File: config.mk
export PLATFORM = sky130hd
export DESIGN_NAME = cfg_bank_bl_wl_writer_flat
export DESIGN_NICKNAME = d
export VERILOG_FILES = /design/src/rtl/cfg_bank_bl_wl_writer_pkg.sv /design/src/rtl/cfg_bank_bl_wl_writer_if.sv /design/src/rtl/cfg_bank_bl_wl_writer_phase_timer.sv /design/src/rtl/cfg_bank_bl_wl_writer.sv /design/src/flat_wrapper.sv
export SDC_FILE = /design/constraint.sdc
export NUM_CORES = 1
export LEC_CHECK = 0
export CAP_MARGIN = 20
export CORE_MARGIN = 5
export CORE_UTILIZATION = 50
export DETAILED_ROUTE_END_ITERATION = 16
export PLACE_DENSITY = 0.81
export SYNTH_ARGS = -nofsm -noshare
export SYNTH_HDL_FRONTEND = slang
export SYNTH_HIERARCHICAL = 1
export SYNTH_SLANG_ARGS = --single-unit
File: constraint.sdc
create_clock -name prog_clk -period 4.3 [get_ports prog_clk]
set_input_delay 0.86 -clock prog_clk [delete_from_list [all_inputs] [get_ports prog_clk]]
set_output_delay 0.86 -clock prog_clk [all_outputs]
set_load 0.02 [all_outputs]
File: src/rtl/cfg_bank_bl_wl_writer_pkg.sv
// Shared types and sizing helpers for the BL/WL configuration bank writer.
package cfg_bank_pkg;

    typedef enum logic [2:0] {
        IDLE  = 3'd0,
        LOAD  = 3'd1,
        SETUP = 3'd2,
        PULSE = 3'd3,
        HOLD  = 3'd4,
        DONE  = 3'd5
    } state_t;

    localparam int unsigned TMR_W = 4;

    // Number of din beats needed to fill one bl word.
    function automatic int unsigned beats_f(input int unsigned bl_w, input int unsigned din_w);
        return (bl_w + din_w - 1) / din_w;
    endfunction

    // Counter width for n states, never narrower than one bit.
    function automatic int unsigned cnt_w(input int unsigned n);
        return (n <= 1) ? 1 : $clog2(n);
    endfunction

endpackage

File: src/rtl/cfg_bank_bl_wl_writer_if.sv
// Valid/ready bitstream stream feeding the bank writer.
interface cfg_bank_bl_wl_writer_if #(
    parameter int unsigned DIN_WIDTH = 8
) ();
    logic [DIN_WIDTH-1:0] din;
    logic                 din_valid;
    logic                 din_ready;

    modport master (output din, output din_valid, input  din_ready);
    modport slave  (input  din, input  din_valid, output din_ready);
endinterface

File: src/rtl/cfg_bank_bl_wl_writer_phase_timer.sv
// Loadable down-counter shared by the SETUP, PULSE and HOLD phases.
module cfg_bank_phase_timer
    import cfg_bank_pkg::*;
(
    input  logic             clk,
    input  logic             rst_n,
    input  logic             load,
    input  logic [TMR_W-1:0] load_val,
    output logic             expire_c
);
    logic [TMR_W-1:0] cnt;

    always_ff @(posedge clk or negedge rst_n) begin
        if (!rst_n) begin
            cnt <= '0;
        end else if (load) begin
            cnt <= load_val;
        end else if (cnt != '0) begin
            cnt <= cnt - TMR_W'(1);
        end
    end

    // Last cycle of the loaded phase.
    assign expire_c = (cnt == TMR_W'(1));

endmodule

File: src/rtl/cfg_bank_bl_wl_writer.sv
// Packs a streamed bitstream into bl words and strobes one wl row per word.
module cfg_bank_bl_wl_writer
    import cfg_bank_pkg::*;
#(
    parameter int unsigned BL_WIDTH  = 72,
    parameter int unsigned WL_WIDTH  = 72,
    parameter int unsigned DIN_WIDTH = 8,
    parameter int unsigned SETUP_CYC = 1,
    parameter int unsigned PULSE_CYC = 2,
    parameter int unsigned HOLD_CYC  = 1
) (
    input  logic                         prog_clk,
    input  logic                         prog_reset_n,
    input  logic                         start,
    cfg_bank_bl_wl_writer_if.slave       in_if,
    output logic [BL_WIDTH-1:0]          bl,
    output logic [WL_WIDTH-1:0]          wl,
    output logic                         busy,
    output logic                         done,
    output logic [cnt_w(WL_WIDTH)-1:0]   row_idx
);
    localparam int unsigned BEATS     = beats_f(BL_WIDTH, DIN_WIDTH);
    localparam int unsigned BW        = cnt_w(BEATS);
    localparam int unsigned RW        = cnt_w(WL_WIDTH);
    localparam int unsigned LAST_BEAT = BEATS - 1;
    localparam int unsigned LAST_ROW  = WL_WIDTH - 1;

    state_t            state, state_nxt;
    logic [BW-1:0]     beat_cnt, beat_nxt;
    logic [RW-1:0]     row_nxt;
    logic [BL_WIDTH-1:0] bl_nxt;
    logic [WL_WIDTH-1:0] wl_nxt;
    logic              busy_nxt, done_nxt;
    logic              rdy, rdy_nxt;
    logic              hs;
    logic              tmr_load;
    logic [TMR_W-1:0]  tmr_val;
    logic              expire_c;

    assign hs              = rdy & in_if.din_valid;
    assign in_if.din_ready = rdy;

    cfg_bank_phase_timer u_timer (
        .clk      (prog_clk),
        .rst_n    (prog_reset_n),
        .load     (tmr_load),
        .load_val (tmr_val),
        .expire_c (expire_c)
    );

    // Beat steering: each bl bit takes its din bit on the matching beat; overflow bits of the last beat fall away.
    for (genvar i = 0; i < BEATS; i++) begin : g_beat
        for (genvar j = 0; j < DIN_WIDTH; j++) begin : g_bit
            if (i * DIN_WIDTH + j < BL_WIDTH) begin : g_used
                assign bl_nxt[i*DIN_WIDTH+j] = (hs && beat_cnt == BW'(i)) ? in_if.din[j]
                                                                           : bl[i*DIN_WIDTH+j];
            end
        end
    end

    always_comb begin
        state_nxt = state;
        beat_nxt  = beat_cnt;
        row_nxt   = row_idx;
        wl_nxt    = '0;
        busy_nxt  = busy;
        done_nxt  = done;
        tmr_load  = 1'b0;
        tmr_val   = '0;
        case (state)
            IDLE, DONE: begin
                if (start) begin
                    state_nxt = LOAD;
                    row_nxt   = '0;
                    beat_nxt  = '0;
                    busy_nxt  = 1'b1;
                    done_nxt  = 1'b0;
                end
            end
            LOAD: begin
                if (hs) begin
                    if (beat_cnt == BW'(LAST_BEAT)) begin
                        state_nxt = SETUP;
                        tmr_load  = 1'b1;
                        tmr_val   = TMR_W'(SETUP_CYC);
                    end else begin
                        beat_nxt = beat_cnt + BW'(1);
                    end
                end
            end
            SETUP: begin
                if (expire_c) begin
                    state_nxt       = PULSE;
                    tmr_load        = 1'b1;
                    tmr_val         = TMR_W'(PULSE_CYC);
                    wl_nxt[row_idx] = 1'b1;
                end
            end
            PULSE: begin
                if (expire_c) begin
                    state_nxt = HOLD;
                    tmr_load  = 1'b1;
                    tmr_val   = TMR_W'(HOLD_CYC);
                end else begin
                    wl_nxt = wl;
                end
            end
            HOLD: begin
                if (expire_c) begin
                    if (row_idx == RW'(LAST_ROW)) begin
                        state_nxt = DONE;
                        busy_nxt  = 1'b0;
                        done_nxt  = 1'b1;
                    end else begin
                        state_nxt = LOAD;
                        row_nxt   = row_idx + RW'(1);
                        beat_nxt  = '0;
                    end
                end
            end
            default: state_nxt = IDLE;
        endcase
        rdy_nxt = (state_nxt == LOAD);
    end

    always_ff @(posedge prog_clk or negedge prog_reset_n) begin
        if (!prog_reset_n) begin
            state    <= IDLE;
            beat_cnt <= '0;
            row_idx  <= '0;
            bl       <= '0;
            wl       <= '0;
            busy     <= 1'b0;
            done     <= 1'b0;
            rdy      <= 1'b0;
        end else begin
            state    <= state_nxt;
            beat_cnt <= beat_nxt;
            row_idx  <= row_nxt;
            bl       <= bl_nxt;
            wl       <= wl_nxt;
            busy     <= busy_nxt;
            done     <= done_nxt;
            rdy      <= rdy_nxt;
        end
    end

endmodule
File: src/flat_wrapper.sv
// flat-port wrapper written by rule: the top's interface ports become plain ports
module cfg_bank_bl_wl_writer_flat import cfg_bank_pkg::*;
#(
    parameter int unsigned BL_WIDTH  = 72,
    parameter int unsigned WL_WIDTH  = 72,
    parameter int unsigned DIN_WIDTH = 8,
    parameter int unsigned SETUP_CYC = 1,
    parameter int unsigned PULSE_CYC = 2,
    parameter int unsigned HOLD_CYC  = 1
)
  (prog_clk, prog_reset_n, start, bl, wl, busy, done, row_idx, in_if_din, in_if_din_valid, in_if_din_ready);
  cfg_bank_bl_wl_writer_if #(.DIN_WIDTH(DIN_WIDTH)) in_if_i ();
  input  logic prog_clk;
  input  logic prog_reset_n;
  input  logic start;
  output logic [BL_WIDTH-1:0] bl;
  output logic [WL_WIDTH-1:0] wl;
  output logic busy;
  output logic done;
  output logic [cnt_w(WL_WIDTH)-1:0] row_idx;
  input wire logic [$bits(in_if_i.din)-1:0] in_if_din;
  input wire logic [$bits(in_if_i.din_valid)-1:0] in_if_din_valid;
  output wire logic [$bits(in_if_i.din_ready)-1:0] in_if_din_ready;
  assign in_if_i.din = in_if_din;
  assign in_if_i.din_valid = in_if_din_valid;
  assign in_if_din_ready = in_if_i.din_ready;
  cfg_bank_bl_wl_writer #(.BL_WIDTH(BL_WIDTH), .WL_WIDTH(WL_WIDTH), .DIN_WIDTH(DIN_WIDTH), .SETUP_CYC(SETUP_CYC), .PULSE_CYC(PULSE_CYC), .HOLD_CYC(HOLD_CYC)) u_core (.prog_clk(prog_clk), .prog_reset_n(prog_reset_n), .start(start), .in_if(in_if_i), .bl(bl), .wl(wl), .busy(busy), .done(done), .row_idx(row_idx));
endmodule
==> metrics.csv <==
stage,metric,value,unit
yosys,cells after synthesis,511,
routing,drt pass-1 iters,5,
sta,fmax,354.7,MHz
sta,RSZ-0062 raised after global routing,false,
floorplan,Die Y,125.6,um
clock_tree,CTS tree,done,
yosys,Synth Area in Adders,1.497,%
floorplan,io pins,166,
critical_path,Worst Setup End Kind,flop,
grt,Top Usage Layer GRT,met2,
yosys,synthesis-stage register bit count,165,
clock_tree,Root Driver,clkbuf_16,
floorplan,Initial Util,50.69,%
critical_path,r2r startpoint,u_core/u_timer/cnt[1],
sta,Slew HR,28.96,%
power,Clk pwr share,26.7,%
sta,Tcrit/Tclk final,65.57,%
sta,post-route setup slack,1481,ps
floorplan,row cnt,42,
routing,"antenna viol nets, final",0,
floorplan,overall die area,15790,sq um
clock_tree,Post-CTS Setup Repair Bufs,0,
critical_path,Worst Path Required,4640,ps
yosys,Post-synth ARST share,100.0,%
sta,Tightest Pin Transition,1056,ps
finish,fraction of layout cells with a size suffix above 1,16.81,%
finish,Ant. Diodes,0,
place,worst slack at placement,1211,ps
clock_tree,CTS-repair resized insts,0,
finish,sequential cell area,4129,sq um
critical_path,Setup crit end,u_core/wl[1],
clock_tree,"Clk Latency, worst-skew pair",420,ps
yosys,Synth area leaders,"dfrtp_1 62%, mux2_2 12%, a22o_1 6.3%",
clock_tree,Max clock buf depth,2,
power,internal power,4.030,mW
routing,DR vias/cell,5.610,
sta,Setup Skew,9.332,ps
place,Placed Area,8503,sq um
power,sequential share of power,36.9,%
grt,M1 GR Usage,28.29,%
grt,met3 GRT Util,8.721,%
critical_path,startpoint class of the critical path,flop,
yosys,top cell type by total area after synthesis,dfrtp_1,
finish,Area growth syn-to-layout,36.88,%
critical_path,"Arr. time, crit path",3160,ps
routing,Initial DRC Count,449,
power,switching portion of total power,34.36,%
finish,Fillers,884,
grt,initial antenna violation count,0,
critical_path,r2r worst-path depth,7,
power,power per cell area,670.9,nW/um^2
critical_path,register-to-register setup slack,1480,ps
grt,GRT Resource Usage Total,23.06,%
finish,design area,9153,sq um
power,Leak,3.967,nW
clock_tree,Post-CTS Hold Buffers,0,
yosys,top-area cell type share of the netlist area,61.75,%
floorplan,CORE AREA,13190,sq um
critical_path,critical path class,flop to flop,
power,Comb power frac,36.4,%
finish,nets,698,
yosys,Syn Std Cell Area,6686,sq um
floorplan,die width,125.6,um
critical_path,CP Max Fanout,13,
place,DP Wirelength,12360,um
place,Placer Congestion,0.8780,
yosys,most common flop cell mapped by yosys,dfrtp_1,
yosys,Synth Area in Compound Gates,12.57,%
place,# placed instances,835,
hold_path,min-delay worst type,input pin to async pin,
clock_tree,Num CTS Buffers,17,
routing,via count,4858,
yosys,mux contribution to synthesized area,12.44,%
finish,Finished Layout Cells,866,
yosys,"Warnings, synthesis",6,
yosys,largest family of logic cells by synthesized area,compound AO/OA/AOI/OAI gates,
outcome,status,completed,
finish,area of the multi-input gates,2426,sq um
sta,final setup fails,0,
grt,first-pass GRT wire length,28680,um
grt,largest net degree at the start of global routing,83,
grt,met2 Use GR,37.70,%
critical_path,Setup crit start,u_core/u_timer/cnt[1],
grt,total grt overflow,0,
power,Psw,2.110,mW
clock_tree,CTS Sinks,165,
grt,vias in the first global route,5071,
routing,drt total wl,17750,um
run,max-cap violation count,0,
clock_tree,clock slew at reported path FFs,60,ps
clock_tree,H-tree lvl count,4,
routing,DRC Markers,0,
routing,Wirelength per Cell,20.50,um
yosys,Post-Synth XOR/XNOR Area,0.5240,%
yosys,Synth Area in Simple Gates,9.057,%
yosys,count of cell types in the netlist,50,
yosys,"Avg Cell Area, Syn",13.08,sq um
sta,setup tns final,0,ps
sta,fin. max-slew vios,0,
yosys,Post-synth EDFFs,0,
sta,min Tclk post-route,2819,ps
sta,Final Hold Vio Count,0,
power,Peak VDD IR,0.4990,mV
critical_path,R2R Path End,u_core/wl[1],
place,number of buffers added on ports,165,
yosys,sequential-to-total area share from yosys stat,61.75,%
-- flip-flops by register name, indices dropped and copies added, names as in the netlist --
signal	flops
u_core/bl	72
u_core/wl	72
u_core/row_idx	7
u_core/beat_cnt	4
u_core/u_timer/cnt	4
u_core/state	3
u_core/busy	1
u_core/done	1
u_core/in_if.din_ready	1
-- power by group through the flow --
stage	clock, mW	sequential (mW)	combinational [mW]
global placement	0	2.25	2.16
global route	1.74	2.32	2.38
CTS	1.67	2.26	2.25
detailed placement	0	2.28	2.22
floorplan	0	2.60	0.876
finish	1.64	2.27	2.23
-- cells by family (layout without fill, tap and decap cells) --
logic type,after synthesis,in the layout
other,1,2
XOR/XNOR,4,4
multiplexers,74,74
AO/OA/AOI/OAI,112,112
flip-flops,165,165
buffers and inverters,33,211
AND/OR/NAND/NOR,114,114
adder cells (fa/ha/maj),8,8
-- per-stage QoR --
step / util [%] / hold WS, ps / total power, mW
6_report: 69.39 / 458.2 / 6.140
5_1_grt: 69.39 / 513.2 / 6.440
4_1_cts: 69.39 / 496.1 / 6.174
3_5_place_dp: 64.47 / 477.9 / 4.494
3_3_place_gp: 64.47 / 467.3 / 4.403
2_1_floorplan: - / 519.2 / 3.478
-- how the worst min path moves through the flow --
stage	start	endpoint	slack [ps]
4_1_cts	prog_reset_n	u_core/wl[4]	500
6_report	prog_reset_n	u_core/wl[6]	460
3_3_place_gp	u_core/wl[24]	u_core/wl[24]	470
2_1_floorplan	u_core/beat_cnt[1]	u_core/beat_cnt[1]	520
3_5_place_dp	u_core/wl[24]	u_core/wl[24]	480
5_1_grt	u_core/wl[23]	u_core/wl[23]	510
-- worst max-delay path: stages, from the launching register on --
cell	delay, ps
dfrtp_1	390
inv_1	140
ha_1	160
nor3b_1	600
nand3_1	430
inv_1	430
and3_1	410
a22o_1	210
-- cell type report --
| type | instances | area share [%] |
|---|---|---|
| repair buffers | 170 | 18.47 |
| inverters | 10 | 0.4101 |
| clock inverters | 10 | 1.846 |
| multi-input cells | 314 | 26.51 |
| clock buffers | 21 | 5.249 |
| flip-flops and latches | 165 | 45.11 |
| well taps | 176 | 2.406 |
-- Yosys cell counts (3+ instances only) --
master / instances
clkbuf_1: 17
dfrtp_1: 165
a22o_1: 48
nand2b_1: 7
nand3b_1: 3
nand3_1: 6
nor2_1: 17
a21oi_1: 8
o21ai_0: 29
xnor2_1: 4
inv_1: 10
a32o_1: 7
ha_1: 8
nand2_1: 47
or4_1: 3
mux2_2: 73
nor4_1: 3
o31ai_1: 5
buf_2: 4
nor3b_1: 6
nor3_1: 6
-- cells in the final DEF (no fill, tap or decap), drive strengths merged, types with 2 or more instances in the layout --
cell type	count
nor4b	3
o31ai	5
inv	12
and2	2
clkbuf	21
nand3	6
and3	2
a21o	2
a32o	7
nor3b	7
bufinv	4
dfrtp	165
o21ai	29
clkinvlp	3
or3	2
nand3b	3
o211ai	2
mux2	73
a21oi	8
xnor2	4
buf	6
nor4	3
a22o	48
or4	3
conb	2
ha	8
nand2b	7
clkdlybuf4s50	164
nor2	17
nor3	6
nand2	47
nor2b	2
-- routing by layer --
metal	wire, um	vias up
met2	8781	173
met4	269	0
met1	7232	2467
met3	1468	19
li1	-	2199
met5	0	-
Note: power is estimated with default switching activity, not from simulation.
